<file path="config.mk">
export PLATFORM = sky130hd
export DESIGN_NAME = ranged_bus_pipe_flat
export DESIGN_NICKNAME = d
export VERILOG_FILES = /design/src/rtl/ranged_bus_pipe_if.sv /design/src/rtl/ranged_bus_pipe.sv /design/src/flat_wrapper.sv
export SDC_FILE = /design/constraint.sdc
export NUM_CORES = 1
export LEC_CHECK = 0
export CAP_MARGIN = 10
export CORE_AREA = 2 2 59 61
export CTS_CLUSTER_DIAMETER = 40
export CTS_CLUSTER_SIZE = 20
export DETAILED_ROUTE_END_ITERATION = 16
export DIE_AREA = 0 0 61 63
export GPL_ROUTABILITY_DRIVEN = 0
export SLEW_MARGIN = 20
export SYNTH_ARGS = -nofsm -noshare
export SYNTH_HDL_FRONTEND = slang
export SYNTH_SLANG_ARGS = --single-unit
</file>
<file path="constraint.sdc">
create_clock -name clk -period 2 [get_ports clk]
set_input_delay 0.3 -clock clk [delete_from_list [all_inputs] [get_ports clk]]
set_output_delay 0.3 -clock clk [all_outputs]
set_load 0.1 [all_outputs]
</file>
<file path="src/rtl/ranged_bus_pipe_if.sv">
// ranged_bus_pipe_if
// Handshake and data bundle for ranged_bus_pipe.
//   in_valid / in_ready   upstream valid/ready pair
//   i0 [MSB:LSB]          lane 0 input, descending range
//   i1 [LSB:MSB]          lane 1 input, ascending range
//   out_valid / out_ready downstream valid/ready pair
//   o0 [MSB:LSB]          lane 0 output, descending range
//   o1 [LSB:MSB]          lane 1 output, ascending range
// The master modport is the side that drives beats in and consumes beats out.
// The slave modport is the pipeline itself.
interface ranged_bus_pipe_if #(
  parameter int MSB = 2,
  parameter int LSB = -2
);
  logic           in_valid;
  logic           in_ready;
  logic [MSB:LSB] i0;
  logic [LSB:MSB] i1;
  logic           out_valid;
  logic           out_ready;
  logic [MSB:LSB] o0;
  logic [LSB:MSB] o1;

  modport master (
    output in_valid, i0, i1, out_ready,
    input  in_ready, out_valid, o0, o1
  );

  modport slave (
    input  in_valid, i0, i1, out_ready,
    output in_ready, out_valid, o0, o1
  );
endinterface

</file>
<file path="src/rtl/ranged_bus_pipe.sv">
// ranged_bus_pipe
// Elastic valid/ready retiming pipeline of DEPTH stages carrying two lanes
// with user-chosen bit ranges (lane 0 descending, lane 1 ascending, negative
// indices allowed). MODE "CROSS" swaps the lanes by index number on entry.
// Ports:
//   clk        rising-edge clock
//   rst_n      asynchronous active-low reset
//   bus        ranged_bus_pipe_if.slave (in/out handshakes and lane data)
//   occupancy  number of valid stages, registered
//   stall_cnt  [15:0] saturating count of cycles with out_valid & !out_ready,
//              present only when RANGED_BUS_PIPE_STALL_CNT_EN is defined
module ranged_bus_pipe #(
  parameter int                 MSB        = 2,
  parameter int                 LSB        = -2,
  parameter int                 DEPTH      = 2,
  parameter string              MODE       = "PASS",
  parameter logic [MSB-LSB:0]   INIT_VALUE = '0,
  localparam int                OCC_W      = $clog2(DEPTH + 1)
) (
  input  logic                 clk,
  input  logic                 rst_n,
  ranged_bus_pipe_if.slave     bus,
`ifdef RANGED_BUS_PIPE_STALL_CNT_EN
  output logic [15:0]          stall_cnt,
`endif
  output logic [OCC_W-1:0]     occupancy
);

  logic [DEPTH-1:0] v_q;
  logic [MSB:LSB]   a_q [DEPTH];
  logic [LSB:MSB]   b_q [DEPTH];

  logic [DEPTH-1:0] adv;
  logic [DEPTH-1:0] src_v;
  logic [MSB:LSB]   src_a [DEPTH];
  logic [LSB:MSB]   src_b [DEPTH];
  logic [MSB:LSB]   entry_a;
  logic [LSB:MSB]   entry_b;
  logic             in_xfer;
  logic             out_xfer;

  // Lane mapping works by index number, not vector position: because the
  // lanes run in opposite directions, a plain vector copy would mirror bits.
  always_comb begin
    entry_a = bus.i0;
    entry_b = bus.i1;
    if (MODE == "CROSS") begin
      for (int k = LSB; k <= MSB; k++) begin
        entry_a[k] = bus.i1[k];
        entry_b[k] = bus.i0[k];
      end
    end
  end

  // A stage may load when it or any stage downstream of it is empty, or when
  // the consumer takes the head beat. This is the unrolled form of
  // adv_k = !v_k | adv_(k+1), written without a self-referencing vector.
  always_comb begin
    adv = '0;
    for (int k = 0; k < DEPTH; k++) begin
      adv[k] = bus.out_ready;
      for (int j = k; j < DEPTH; j++) begin
        if (!v_q[j]) adv[k] = 1'b1;
      end
    end
  end

  // Source of each stage: the upstream port for s0, the previous stage
  // otherwise.
  always_comb begin
    src_v[0] = bus.in_valid;
    src_a[0] = entry_a;
    src_b[0] = entry_b;
    for (int k = 1; k < DEPTH; k++) begin
      src_v[k] = v_q[k-1];
      src_a[k] = a_q[k-1];
      src_b[k] = b_q[k-1];
    end
  end

  assign in_xfer  = bus.in_valid & adv[0];
  assign out_xfer = v_q[DEPTH-1] & bus.out_ready;

  // Stage registers. Data is only overwritten by a valid beat, so an emptied
  // stage keeps showing the last beat it held.
  always_ff @(posedge clk or negedge rst_n) begin
    if (!rst_n) begin
      v_q <= '0;
      for (int k = 0; k < DEPTH; k++) begin
        a_q[k] <= INIT_VALUE;
        b_q[k] <= INIT_VALUE;
      end
    end else begin
      for (int k = 0; k < DEPTH; k++) begin
        if (adv[k]) begin
          v_q[k] <= src_v[k];
          if (src_v[k]) begin
            a_q[k] <= src_a[k];
            b_q[k] <= src_b[k];
          end
        end
      end
    end
  end

  // Occupancy tracks the number of valid stages from the two transfer events.
  always_ff @(posedge clk or negedge rst_n) begin
    if (!rst_n) begin
      occupancy <= '0;
    end else if (in_xfer && !out_xfer) begin
      occupancy <= occupancy + OCC_W'(1);
    end else if (out_xfer && !in_xfer) begin
      occupancy <= occupancy - OCC_W'(1);
    end
  end

`ifdef RANGED_BUS_PIPE_STALL_CNT_EN
  // Counts cycles where the head beat is blocked; sticks at all-ones.
  always_ff @(posedge clk or negedge rst_n) begin
    if (!rst_n) begin
      stall_cnt <= '0;
    end else if (v_q[DEPTH-1] && !bus.out_ready && (stall_cnt != 16'hFFFF)) begin
      stall_cnt <= stall_cnt + 16'd1;
    end
  end
`endif

  assign bus.in_ready  = adv[0];
  assign bus.out_valid = v_q[DEPTH-1];
  assign bus.o0        = a_q[DEPTH-1];
  assign bus.o1        = b_q[DEPTH-1];

endmodule

</file>
<file path="src/flat_wrapper.sv">
// flat-port wrapper written by rule: the top's interface ports become plain ports
module ranged_bus_pipe_flat 
#(
  parameter int                 MSB        = 2,
  parameter int                 LSB        = -2,
  parameter int                 DEPTH      = 2,
  parameter string              MODE       = "    ",
  parameter logic [MSB-LSB:0]   INIT_VALUE = '0,
  localparam int                OCC_W      = $clog2(DEPTH + 1)
)
  (clk, rst_n, occupancy, bus_in_valid, bus_i0, bus_i1, bus_out_ready, bus_in_ready, bus_out_valid, bus_o0, bus_o1);
  ranged_bus_pipe_if #(.MSB(MSB), .LSB(LSB)) bus_i ();
  input  logic clk;
  input  logic rst_n;
  output logic [OCC_W-1:0] occupancy;
  input wire logic [$bits(bus_i.in_valid)-1:0] bus_in_valid;
  input wire logic [$bits(bus_i.i0)-1:0] bus_i0;
  input wire logic [$bits(bus_i.i1)-1:0] bus_i1;
  input wire logic [$bits(bus_i.out_ready)-1:0] bus_out_ready;
  output wire logic [$bits(bus_i.in_ready)-1:0] bus_in_ready;
  output wire logic [$bits(bus_i.out_valid)-1:0] bus_out_valid;
  output wire logic [$bits(bus_i.o0)-1:0] bus_o0;
  output wire logic [$bits(bus_i.o1)-1:0] bus_o1;
  assign bus_i.in_valid = bus_in_valid;
  assign bus_i.i0 = bus_i0;
  assign bus_i.i1 = bus_i1;
  assign bus_i.out_ready = bus_out_ready;
  assign bus_in_ready = bus_i.in_ready;
  assign bus_out_valid = bus_i.out_valid;
  assign bus_o0 = bus_i.o0;
  assign bus_o1 = bus_i.o1;
  ranged_bus_pipe #(.MSB(MSB), .LSB(LSB), .DEPTH(DEPTH), .MODE(MODE), .INIT_VALUE(INIT_VALUE)) u_core (.clk(clk), .rst_n(rst_n), .bus(bus_i), .occupancy(occupancy));
endmodule
</file>
Word-level counts from Yosys, hierarchy flattened
Index checks and enable logic that the tools add are counted.
{"block": "word_totals", "latch_bits": 0, "register_bits": 24, "n_memories": 0, "in_bits": 14, "mem_bits_ro": 0, "wordCells": 23, "mem_bits_rw": 0}
{"block": "op_classes", "shifts": 0, "n_eq_ne": 0, "muxes": 5, "magnitude_cmp": 0, "reduce_logical": 7, "div_mod_pow": 0, "addsub": 2, "multipliers": 0, "n_bitwise": 2}
{"operator": "$mux W2", "n": 2}
{"operator": "$reduce_and A2 Y1", "n": 2}
{"operator": "$mux W1", "n": 3}
{"operator": "$add A2 B1 Y2 const B", "n": 1}
{"operator": "$and A1 B1 Y1", "n": 2}
{"operator": "$logic_and A1 B1 Y1", "n": 2}
{"operator": "$logic_not A1 Y1", "n": 2}
{"operator": "$reduce_bool A2 Y1", "n": 1}
{"operator": "$sub A2 B1 Y2 const B", "n": 1}

Longest topological paths before layout
Gate-level depths: netlist of the first run.
{"block": "logic_depth", "depth_word": 7, "depth_mapped": 8, "mapped_depth_nobuf": 7}

Least setup slack after synthesis of the first run
Ideal clock, no wire load.
{"block": "synth_path", "path_kind": "reg-to-reg", "startpoint": "register u_core.v_q[1]", "endpoint": "register u_core.occupancy[1]", "arrival_time_ns": 2.440, "synth_period_minus_slack_ns": 2.601, "path_stages_with_launch": 9, "path_buffers": 1, "slack_ns": -0.601, "path_cell_list": "dfrtp_1 nand3b_4 nand2_4 buf_12 inv_1 ha_1 xor2_1 nor2_1 xor2_1"}
{"block": "synth_via", "elab_chain_len": 5, "elab_cells_between_ends": 9, "classes_between": "mux (2); bitwise (2); reduce/logical (5)"}
{"element": "start, declared", "line_no": "ranged_bus_pipe.sv:29", "text": "logic [DEPTH-1:0] v_q;"}
{"element": "start signal, assigned by index", "line_no": "ranged_bus_pipe.sv:96", "text": "v_q[k] <= src_v[k];"}
{"element": "$mux W1 *", "line_no": "ranged_bus_pipe.sv:63", "text": "if (!v_q[j]) adv[k] = 1'b1;"}
{"element": "named net bus_in_ready", "line_no": "flat_wrapper.sv:20", "text": "output wire logic [$bits(bus_i.in_ready)-1:0] bus_in_ready;"}
{"element": "$and A1 B1 Y1 *", "line_no": "ranged_bus_pipe.sv:81", "text": "assign in_xfer = bus.in_valid & adv[0];"}
{"element": "named net u_core.in_xfer", "line_no": "ranged_bus_pipe.sv:39", "text": "logic in_xfer;"}
{"element": "$logic_not A1 Y1", "line_no": "ranged_bus_pipe.sv:112", "text": "end else if (out_xfer && !in_xfer) begin"}
{"element": "$logic_and A1 B1 Y1", "line_no": "ranged_bus_pipe.sv:112"}
{"element": "$reduce_bool A2 Y1 (no source line)"}
{"element": "end signal, assigned", "line_no": "ranged_bus_pipe.sv:111", "text": "occupancy <= occupancy + OCC_W'(1);"}
{"element": "end signal, assigned", "line_no": "ranged_bus_pipe.sv:113", "text": "occupancy <= occupancy - OCC_W'(1);"}
{"element": "end, declared", "line_no": "ranged_bus_pipe.sv:26", "text": "output logic [OCC_W-1:0] occupancy"}
Mark *: on every way through the listed nets, which the timed path passes. The rest lies on a longest branch.
A chain may end at the register's enable or synchronous reset.

Worst setup path after layout of the first run
{"block": "layout_path", "startpoint": "input port bus_out_ready", "endpoint": "register u_core.occupancy[1]"}
{"block": "layout_via", "elab_chain_len": 6, "elab_cells_between_ends": 10, "classes_between": "mux (3); bitwise (2); reduce/logical (5)"}
{"element": "start, declared", "line_no": "flat_wrapper.sv:19", "text": "input wire logic [$bits(bus_i.out_ready)-1:0] bus_out_ready;"}
{"element": "$mux W1 * (2 in series)", "line_no": "ranged_bus_pipe.sv:63"}
{"element": "$and A1 B1 Y1 *", "line_no": "ranged_bus_pipe.sv:81"}
{"element": "named net u_core.in_xfer", "line_no": "ranged_bus_pipe.sv:39"}
{"element": "$logic_not A1 Y1", "line_no": "ranged_bus_pipe.sv:112"}
{"element": "$logic_and A1 B1 Y1", "line_no": "ranged_bus_pipe.sv:112"}
{"element": "$reduce_bool A2 Y1 (no source line)"}
Marks and branches as above.

==> impl_metrics.env, run 1 <==
export IMPL_outcome="finished, final reports clean"
export IMPL_drive_gt1_share_pct=48.89
export IMPL_setup_viol=0
export IMPL_io_pins=28
export IMPL_die_area_um2=3843
export IMPL_num_fill_cells=320
export IMPL_hold_path_class="input pin to async pin"
export IMPL_cts_hold_buffers=0
export IMPL_arrival_ns=1.70
export IMPL_synth_area_top_cells="dfrtp_1, mux2_4, mux2_2"
export IMPL_tightest_slew_ns=0.3021
export IMPL_clkTransAtPathRegs_ns=0.12
export IMPL_dr_pass1_iters=3
export IMPL_rsz0062_at_grt="no"
export IMPL_synth_edff_count=0
export IMPL_first_global_vias=573
export IMPL_synth_common_cells="dfrtp_1, buf_4, mux2_2"
export IMPL_switching_share_pct=49.19
export IMPL_core_area_um2=3232
export IMPL_synthMuxAreaShare_pct=24.27
export IMPL_crit_path_end_kind="flop"
export IMPL_synth_area_leader_cell="dfrtp_1"
export IMPL_yosysWarnings=0
export IMPL_instances_no_fill=136
export IMPL_clk_path_buf_depth=2
export IMPL_synth_seq_cells=24
export IMPL_area_growth_pct=25.32
export IMPL_period_minus_slack_ns=1.456
export IMPL_cts_max_level=1
export IMPL_n_antenna_cell=0
export IMPL_async_flop_share_pct=100.0
export IMPL_ant_nets=0
export IMPL_viasPerCell=4.140
export IMPL_wl_um=1582
export IMPL_switching_power_uw=887.1
export IMPL_grt_pass1_wl_um=2663
export IMPL_synth_compound_area_share_pct=0
export IMPL_cts_buffers=3
export IMPL_overflow=0
export IMPL_syn_instance_count=68
export IMPL_power_density_nw_per_um2=1348
export IMPL_ys_flop_type="dfrtp_1"
export IMPL_seq_area_frac_synth_pct=56.27
export IMPL_combPwrFrac_pct=51.6
export IMPL_placed_cell_area_um2=1311
export IMPL_cts_tree="built"
export IMPL_portBuffers=27
export IMPL_drc=0
export IMPL_maxSlewHeadroom_pct=79.86
export IMPL_synth_top_area_share_pct=56.27
export IMPL_drtIter0Drc=8
export IMPL_slew_violations=0
export IMPL_fin_area_um2=1338
export IMPL_finClkSkew_ns=0.006487
export IMPL_synth_simple_area_share_pct=6.565
export IMPL_ys_types=16
export IMPL_seqPwrFrac_pct=36.6
export IMPL_clock_fmax_ghz=0.6870
export IMPL_critPathRequiredTime_ns=2.24
export IMPL_hpwl_um=1152
export IMPL_layout_nets=106
export IMPL_grt_max_degree=25
export IMPL_dp_cells=132
export IMPL_final_period_utilization_pct=72.78
export IMPL_tns_ns=0
export IMPL_cts_root_buf="clkbuf_4"
export IMPL_cellInternalPower_uw=916.5
export IMPL_critPathLaunchType="input pin"
export IMPL_synth_cell_area_um2=1067
export IMPL_worstPathMaxFanout=7
export IMPL_antenna_found_initial=0
export IMPL_path_class="input pin to flop"
export IMPL_clockPowerShare_pct=11.7
export IMPL_synth_nets=83
export IMPL_avgRoutedWirePerCell_um=11.63
export IMPL_yosys_cell_count_top_type="dfrtp_1"
export IMPL_synth_top_family_by_area="multiplexers"
export IMPL_track_usage_pct=9.528
export IMPL_syn_avg_cell_area_um2=15.70
export IMPL_clock_sinks=24
export IMPL_cts_setup_buffers=0
export IMPL_die_w_um=61
export IMPL_fp_row_count=21
export IMPL_fp_dieH_um=63
export IMPL_yosys_area_share_xor_xnor_pct=2.462
export IMPL_clock_latency_ns=0.30
export IMPL_leakagePower_nw=0.6124
export IMPL_hold_viol=0
export IMPL_start_util_pct=33.02
export IMPL_via_count=563
export IMPL_irDropWorstVdd_uv=1109
export IMPL_cts_resized=0
export IMPL_synthAdderAreaFrac_pct=1.172
export IMPL_drv_cap=0
[cells by family (layout without fill, tap and decap cells)]
| kind of cell | Yosys count | count (layout) |
|---|---|---|
| buffers and inverters | 12 | 34 |
| muxes | 20 | 20 |
| xor gates and xnor gates | 3 | 3 |
| adders and majority gates | 1 | 1 |
| and+or+nand+nor | 8 | 8 |
| DFF | 24 | 24 |
[worst max-delay path: stages]
cell and delay [ns]:
clkdlybuf4s50_1 0.43, nand3b_4 0.20, nand2_4 0.15, inv_4 0.04, ha_4 0.14, xor2_1 0.15, nor2_1 0.13, xor2_1 0.15
[per-layer routing]
layer | track usage, % | wire [um] | up-vias | part of all wire (%)
met2 | 12.50 | 753 | 15 | 48
met3 | 2.692 | 112 | 2 | 7.1
met4 | 5.707 | 19 | 0 | 1.2
met5 | 0 | 0 | - | 0
met1 | 13.62 | 697 | 286 | 44
li1 | - | - | 260 | -
[power by group through the flow]
stage	logic [mW]	registers (mW)	clock network, mW
6_report	0.931	0.661	0.212
3_3_place_gp	0.934	0.669	0
5_1_grt	0.959	0.678	0.243
3_5_place_dp	0.939	0.671	0
2_1_floorplan	0.671	0.818	0
4_1_cts	0.939	0.663	0.221
[flip-flops by register name (all words and copies together) (netlist names)]
| name | count |
|---|---|
| u_core.bus.o0[-1] | 1 |
| u_core.v_q | 2 |
| u_core.bus.o1[-1] | 1 |
| u_core.occupancy | 2 |
| u_core.bus.o1 | 3 |
| u_core.b_q | 5 |
| u_core.bus.o0[-2] | 1 |
| u_core.bus.o0 | 3 |
| u_core.bus.o1[-2] | 1 |
| u_core.a_q | 5 |
[through the flow]
stage                     setup slack (ns)  hold slack [ns]  utilization, %  power [mW]
after detailed placement            0.1836           0.4722           40.57       1.610
after global routing                0.4684           0.3407           41.39       1.880
after floorplan                   0.003152         0.004409               -       1.489
final                               0.5444           0.3332           41.39       1.804
after global placement              0.2468           0.4661           40.57       1.602
after CTS                           0.5331           0.3321           41.39       1.823
[layout make-up]
type / count / area, um^2 / area share (%)
sequential: 24 / 604.3 / 45.18
multi-input combinational: 32 / 380.4 / 28.44
timing repair buffer: 29 / 262.8 / 19.64
tap: 46 / 57.56 / 4.303
clock buffer: 4 / 26.28 / 1.964
inverter: 1 / 6.256 / 0.4677
[cells in the final DEF, fill, tap and decap left out, types with 2 or more instances in the layout]
cell type,Yosys,final
dfrtp_1,24,23
buf_4,10,15
clkdlybuf4s50_1,0,13
mux2_2,10,10
mux2_4,9,9
clkbuf_4,0,3
nand2_4,2,2
nand2b_1,2,2
xor2_1,2,2
[worst paths after layout]
| check | start | to | slack, ns | cells past startpoint |
|---|---|---|---|---|
| setup / recovery | bus_out_ready | u_core.occupancy[1] | 0.54 | 8 |
| setup reg to reg | u_core.v_q[0] | u_core.occupancy[1] | 0.59 | 7 |
| min in group clk | u_core.occupancy[1] | u_core.occupancy[1] | 0.50 | 1 |
| hold / removal | rst_n | u_core.b_q[5] | 0.33 | 2 |
| max in group asynchronous | rst_n | u_core.v_q[1] | 1.41 | 2 |
| hold reg to reg | u_core.occupancy[1] | u_core.occupancy[1] | 0.50 | 1 |
No activity file was read; power rests on OpenSTA's default activity.
==> inputs of run 2 (changes only) <==
==> constraint.sdc (replaced) <==
create_clock -name clk -period 1.4 [get_ports clk]
set_input_delay 0.21 -clock clk [delete_from_list [all_inputs] [get_ports clk]]
set_output_delay 0.21 -clock clk [all_outputs]
set_load 0.1 [all_outputs]
==> run 2 against run 1 <==
  * Register-to-register slack lost 0.56 ns
  * Highest routed layer unchanged
  * Sequential share of layout area decreased by 5.6 points
  * Worst hold slack worse by 0.095 ns
  * Critical endpoint is now u_core.bus.o1[-1]
  * Sequential power increased by 51%
  * Setup slack got worse by 0.51 ns
  * Die area stayed put
  * Largest power group unchanged
  * First-iteration DRC count did not move
==> impl_metrics.env, run 2 (synthesis results as in run 1) <==
export IMPL_outcome="finished, final reports clean"
export IMPL_slowest_stage="dfrtp_4"
export IMPL_first_global_vias=641
export IMPL_drv_cap=0
export IMPL_cts_tree="built"
export IMPL_n_antenna_cell=0
export IMPL_leakagePower_nw=0.6871
export IMPL_die_w_um=61
export IMPL_slew_violations=0
export IMPL_fp_row_count=21
export IMPL_cts_root_buf="clkbuf_4"
export IMPL_grt_pass1_wl_um=2953
export IMPL_critPathRequiredTime_ns=1.60
export IMPL_finClkSkew_ns=0.004332
export IMPL_drc=0
export IMPL_slowest_delay_ns=0.52
export IMPL_clock_fmax_ghz=0.7319
export IMPL_clockPowerShare_pct=11.8
export IMPL_tightest_slew_ns=0.2993
export IMPL_track_usage_pct=10.27
export IMPL_portBuffers=27
export IMPL_period_minus_slack_ns=1.366
export IMPL_holdWs_ns=0.2385
export IMPL_dr_pass1_iters=2
export IMPL_start_util_pct=33.02
export IMPL_hold_path_class="input pin to async pin"
export IMPL_seqPwrFrac_pct=33.8
export IMPL_critPathLaunchType="flop"
export IMPL_clkTransAtPathRegs_ns=0.13
export IMPL_die_area_um2=3843
export IMPL_drtIter0Drc=8
export IMPL_path_class="flop to flop"
export IMPL_maxSlewHeadroom_pct=80.05
export IMPL_setup_viol=0
export IMPL_combPwrFrac_pct=54.4
export IMPL_wl_um=1626
export IMPL_viasPerCell=4.123
export IMPL_power_density_nw_per_um2=1946
export IMPL_overflow=0
export IMPL_fin_ws_ns=0.03369
export IMPL_dp_cells=134
export IMPL_fin_util_pct=47.31
export IMPL_cts_max_level=1
export IMPL_final_cell_mix="dfrtp_1, buf_12, clkdlybuf4s50_1"
export IMPL_switching_power_mw=1.336
export IMPL_arrival_ns=1.57
export IMPL_layout_nets=108
export IMPL_top_regs="u_core.a_q (5), u_core.b_q (5)"
export IMPL_cts_buffers=3
export IMPL_irDropWorstVdd_uv=1420
export IMPL_cellInternalPower_mw=1.640
export IMPL_io_pins=28
export IMPL_hold_viol=0
export IMPL_clock_latency_ns=0.30
export IMPL_instances_no_fill=138
export IMPL_ant_nets=0
export IMPL_rsz0062_at_grt="yes"
export IMPL_avgRoutedWirePerCell_um=11.78
export IMPL_core_area_um2=3232
export IMPL_drive_gt1_share_pct=53.26
export IMPL_crit_path_end_kind="flop"
export IMPL_fp_dieH_um=63
export IMPL_via_count=569
export IMPL_area_growth_pct=43.26
export IMPL_tns_ns=0
export IMPL_clk_path_buf_depth=2
export IMPL_crit_chain="buf_4 -> nand2b_1 -> nand2_4 -> mux2_1"
export IMPL_r2r_setup_slack_ns=0.03
export IMPL_switching_share_pct=44.89
export IMPL_final_common_cell="dfrtp_1"
export IMPL_grt_max_degree=25
export IMPL_final_period_utilization_pct=97.59
export IMPL_worstPathMaxFanout=10
export IMPL_clock_sinks=24
export IMPL_dp_slack_ns=-0.2529
export IMPL_antenna_found_initial=0
## run 2: power by group through the flow
stage                     clock network (mW)  logic [mW]  registers [mW]
after floorplan                            0       0.958            1.17
after global placement                     0        1.62            1.02
after detailed placement                   0        1.63            1.02
after CTS                              0.366        1.63            1.01
after global routing                   0.397        1.67            1.03
final                                  0.351        1.62            1.00
## run 2: layout make-up
| type | instances | area (um^2) |
|---|---|---|
| Sequential cell | 24 | 605.6 |
| Timing Repair Buffer | 31 | 440.4 |
| Inverter | 1 | 6.256 |
| Clock buffer | 4 | 36.28 |
| Fill cell | 294 | 1703 |
| Multi-Input combinational cell | 32 | 382.9 |
| Tap cell | 46 | 57.56 |
## run 2: critical path, delay by kind of cell (launching register included)
family                 cells  cell delay, ns
multiplexers               1            0.32
buffers and inverters      1            0.16
flip-flops                 1            0.52
AND/OR/NAND/NOR            2            0.26
## run 2: final timing paths
kind	start	endpoint	depth (start not counted)
min in group clk	u_core.b_q[8]	u_core.bus.o1[-1]	1
worst min-delay path	rst_n	u_core.a_q[8]	2
worst max-delay path	u_core.v_q[1]	u_core.bus.o1[-1]	4
worst max register to register	u_core.v_q[1]	u_core.bus.o1[-1]	4
max in group asynchronous	rst_n	u_core.v_q[1]	2
worst min register to register	u_core.b_q[8]	u_core.bus.o1[-1]	1
## run 2: metrics by stage
| stage | power (mW) | instance area (um^2) |
|---|---|---|
| after global placement | 2.633 | 1489 |
| after floorplan | 2.127 | 1086 |
| after global routing | 3.100 | 1529 |
| after CTS | 3.006 | 1525 |
| after detailed placement | 2.649 | 1489 |
| final | 2.976 | 1529 |
## run 2: metal layers
metal	share of wire [%]	wire length (um)	GRT usage, %	up-vias
met5	0	0	0	-
met4	1.2	19	4.076	0
met3	5.5	90	2.070	2
met2	49	798	15.05	15
met1	44	718	14.66	288
li1	-	-	-	264
## run 2: repair_timing
action / in CTS / in global routing
cloned: 0 / 0
endpoints found under the hold margin: 0 / 0
buffers inserted: 1 / 0
hold buffers: 0 / 0
resized for setup: 0 / 2
setup endpoints to repair: 1 / 3
pin swaps: 0 / 1
==> inputs of run 3 (changes only) <==
--- a/config.mk
+++ b/config.mk
@@ -12,6 +12,7 @@
 export DETAILED_ROUTE_END_ITERATION = 16
 export DIE_AREA = 0 0 61 63
 export GPL_ROUTABILITY_DRIVEN = 0
+export REMOVE_ABC_BUFFERS = 1
 export SLEW_MARGIN = 20
 export SYNTH_ARGS = -nofsm -noshare
 export SYNTH_HDL_FRONTEND = slang
==> run 3 against run 2 <==
  * Sequential share of layout area shrank 0.56 points
  * Combinational power barely moved
  * Wire length increased by 1.8%
  * Worst hold slack gained 0.0096 ns
  * Global-route usage is 0.13 points lower
  * Final cell count rose by 1.4%
  * Clock skew fell by 0.0025 ns
  * Critical path depth fell by 1
  * Via count grew 0.88%
  * Flip-flop and latch count unchanged
==> impl_metrics.env, run 3 (synthesis results as in run 1) <==
export IMPL_critPathLaunchType="flop"
export IMPL_power_mw=2.917
export IMPL_worstPathMaxFanout=3
export IMPL_fin_util_pct=47.70
export IMPL_area_growth_pct=44.43
export IMPL_drtIter0Drc=6
export IMPL_core_area_um2=3232
export IMPL_placed_cell_area_um2=1485
export IMPL_multiInputGateArea_um2=382.9
export IMPL_tns_ns=0
export IMPL_wl_met3_um=113
export IMPL_die_area_um2=3843
export IMPL_cp_top_family="flip-flops"
export IMPL_drc=0
export IMPL_drv_cap=0
export IMPL_leakagePower_nw=0.7064
export IMPL_period_minus_slack_ns=1.341
export IMPL_final_common_cell="dfrtp_1"
export IMPL_start_util_pct=33.02
export IMPL_crit_path_end_kind="primary output"
export IMPL_crit_chain="nand3b_4 -> buf_6 -> buf_12"
export IMPL_irDropWorstVdd_uv=1125
export IMPL_hold_viol=0
export IMPL_critPathRequiredTime_ns=1.19
export IMPL_hpwl_um=1228
export IMPL_hold_path_class="input pin to async pin"
export IMPL_clock_sinks=24
export IMPL_path_class="flop to primary output"
export IMPL_clock_fmax_ghz=0.7455
export IMPL_layout_nets=111
export IMPL_track_usage_pct=10.14
export IMPL_fp_row_count=21
export IMPL_cts_hold_buffers=0
export IMPL_finClkSkew_ns=0.001817
export IMPL_wl_met1_um=743
export IMPL_power_density_nw_per_um2=1893
export IMPL_maxSlewHeadroom_pct=80.11
export IMPL_arrival_ns=1.13
export IMPL_slew_violations=0
export IMPL_holdWs_ns=0.2481
export IMPL_clkTransAtPathRegs_ns=0.12
export IMPL_drive_gt1_share_pct=53.19
export IMPL_grt_pass1_wl_um=2918
export IMPL_avgRoutedWirePerCell_um=11.82
export IMPL_cts_buffers=3
export IMPL_register_area_um2=601.8
export IMPL_cts_root_buf="clkbuf_4"
export IMPL_fin_area_um2=1541
export IMPL_viasPerCell=4.100
export IMPL_clk_path_buf_depth=2
export IMPL_cts_tree="built"
export IMPL_overflow=0
export IMPL_via_count=574
export IMPL_wl_um=1655
export IMPL_tightest_slew_ns=0.2983
export IMPL_num_fill_cells=287
export IMPL_slowest_stage="dfrtp_2"
export IMPL_n_antenna_cell=0
export IMPL_slowest_delay_ns=0.46
export IMPL_outcome="finished, final reports clean"
export IMPL_final_cell_mix="dfrtp_1, buf_12, clkdlybuf4s50_1"
export IMPL_portBuffers=27
export IMPL_grt_max_degree=25
export IMPL_clock_latency_ns=0.30
export IMPL_routed_top_layer="met4"
export IMPL_antenna_found_initial=0
export IMPL_die_w_um=61
export IMPL_io_pins=28
export IMPL_ant_nets=0
export IMPL_final_period_utilization_pct=95.82
export IMPL_crit_buf_inv=2
export IMPL_first_global_vias=634
export IMPL_setup_viol=0
export IMPL_wl_met2_um=783
export IMPL_top_regs="u_core.a_q (5), u_core.b_q (5)"
export IMPL_dr_pass1_iters=4
export IMPL_rsz0062_at_grt="yes"
export IMPL_fp_dieH_um=63
export IMPL_cts_max_level=1
## run 3: cell type report
cell class                      instances  area share (%)
Timing Repair Buffer                   34           30.68
Inverter                                1          0.2435
Sequential cell                        24           39.04
Clock buffer                            3           1.461
Multi-Input combinational cell         32           24.84
Tap cell                               46           3.734
## run 3: per-stage QoR
step	cells	worst slack, ns
3_3_place_gp	136	-0.2092
5_1_grt	140	-0.008402
4_1_cts	139	0.008398
2_1_floorplan	57	-1.201
3_5_place_dp	136	-0.2986
6_report	140	0.05858
## run 3: routing by layer
metal / vias to the layer above / GRT usage, %
met4: 0 / 4.076
met2: 20 / 13.84
met5: - / 0
met1: 282 / 15.04
met3: 2 / 2.692
li1: 270 / -
## run 3: worst paths after layout
kind / startpoint / to / slack, ns / cells after the start
setup / recovery: u_core.v_q[1] / bus_in_ready / 0.06 / 3
hold / removal: rst_n / u_core.a_q[7] / 0.25 / 2
min in group clk: bus_out_ready / u_core.v_q[1] / 0.34 / 3
setup reg to reg: u_core.v_q[1] / u_core.a_q[8] / 0.09 / 5
max in group asynchronous: rst_n / u_core.v_q[1] / 0.90 / 2
hold reg to reg: u_core.b_q[8] / u_core.bus.o1[-1] / 0.51 / 1
## run 3: where the power goes
part / internal (mW) / leakage, nW / switching [mW]
logic: 0.643 / 0.415 / 0.990
clock network: 0.100 / 0.0138 / 0.181
registers: 0.847 / 0.278 / 0.156
total: 1.59 / 0.706 / 1.33
## run 3: what timing repair did
item | CTS | global route
buffers inserted | 0 | 1
resized for setup | 0 | 8
setup endpoints to repair | 0 | 2
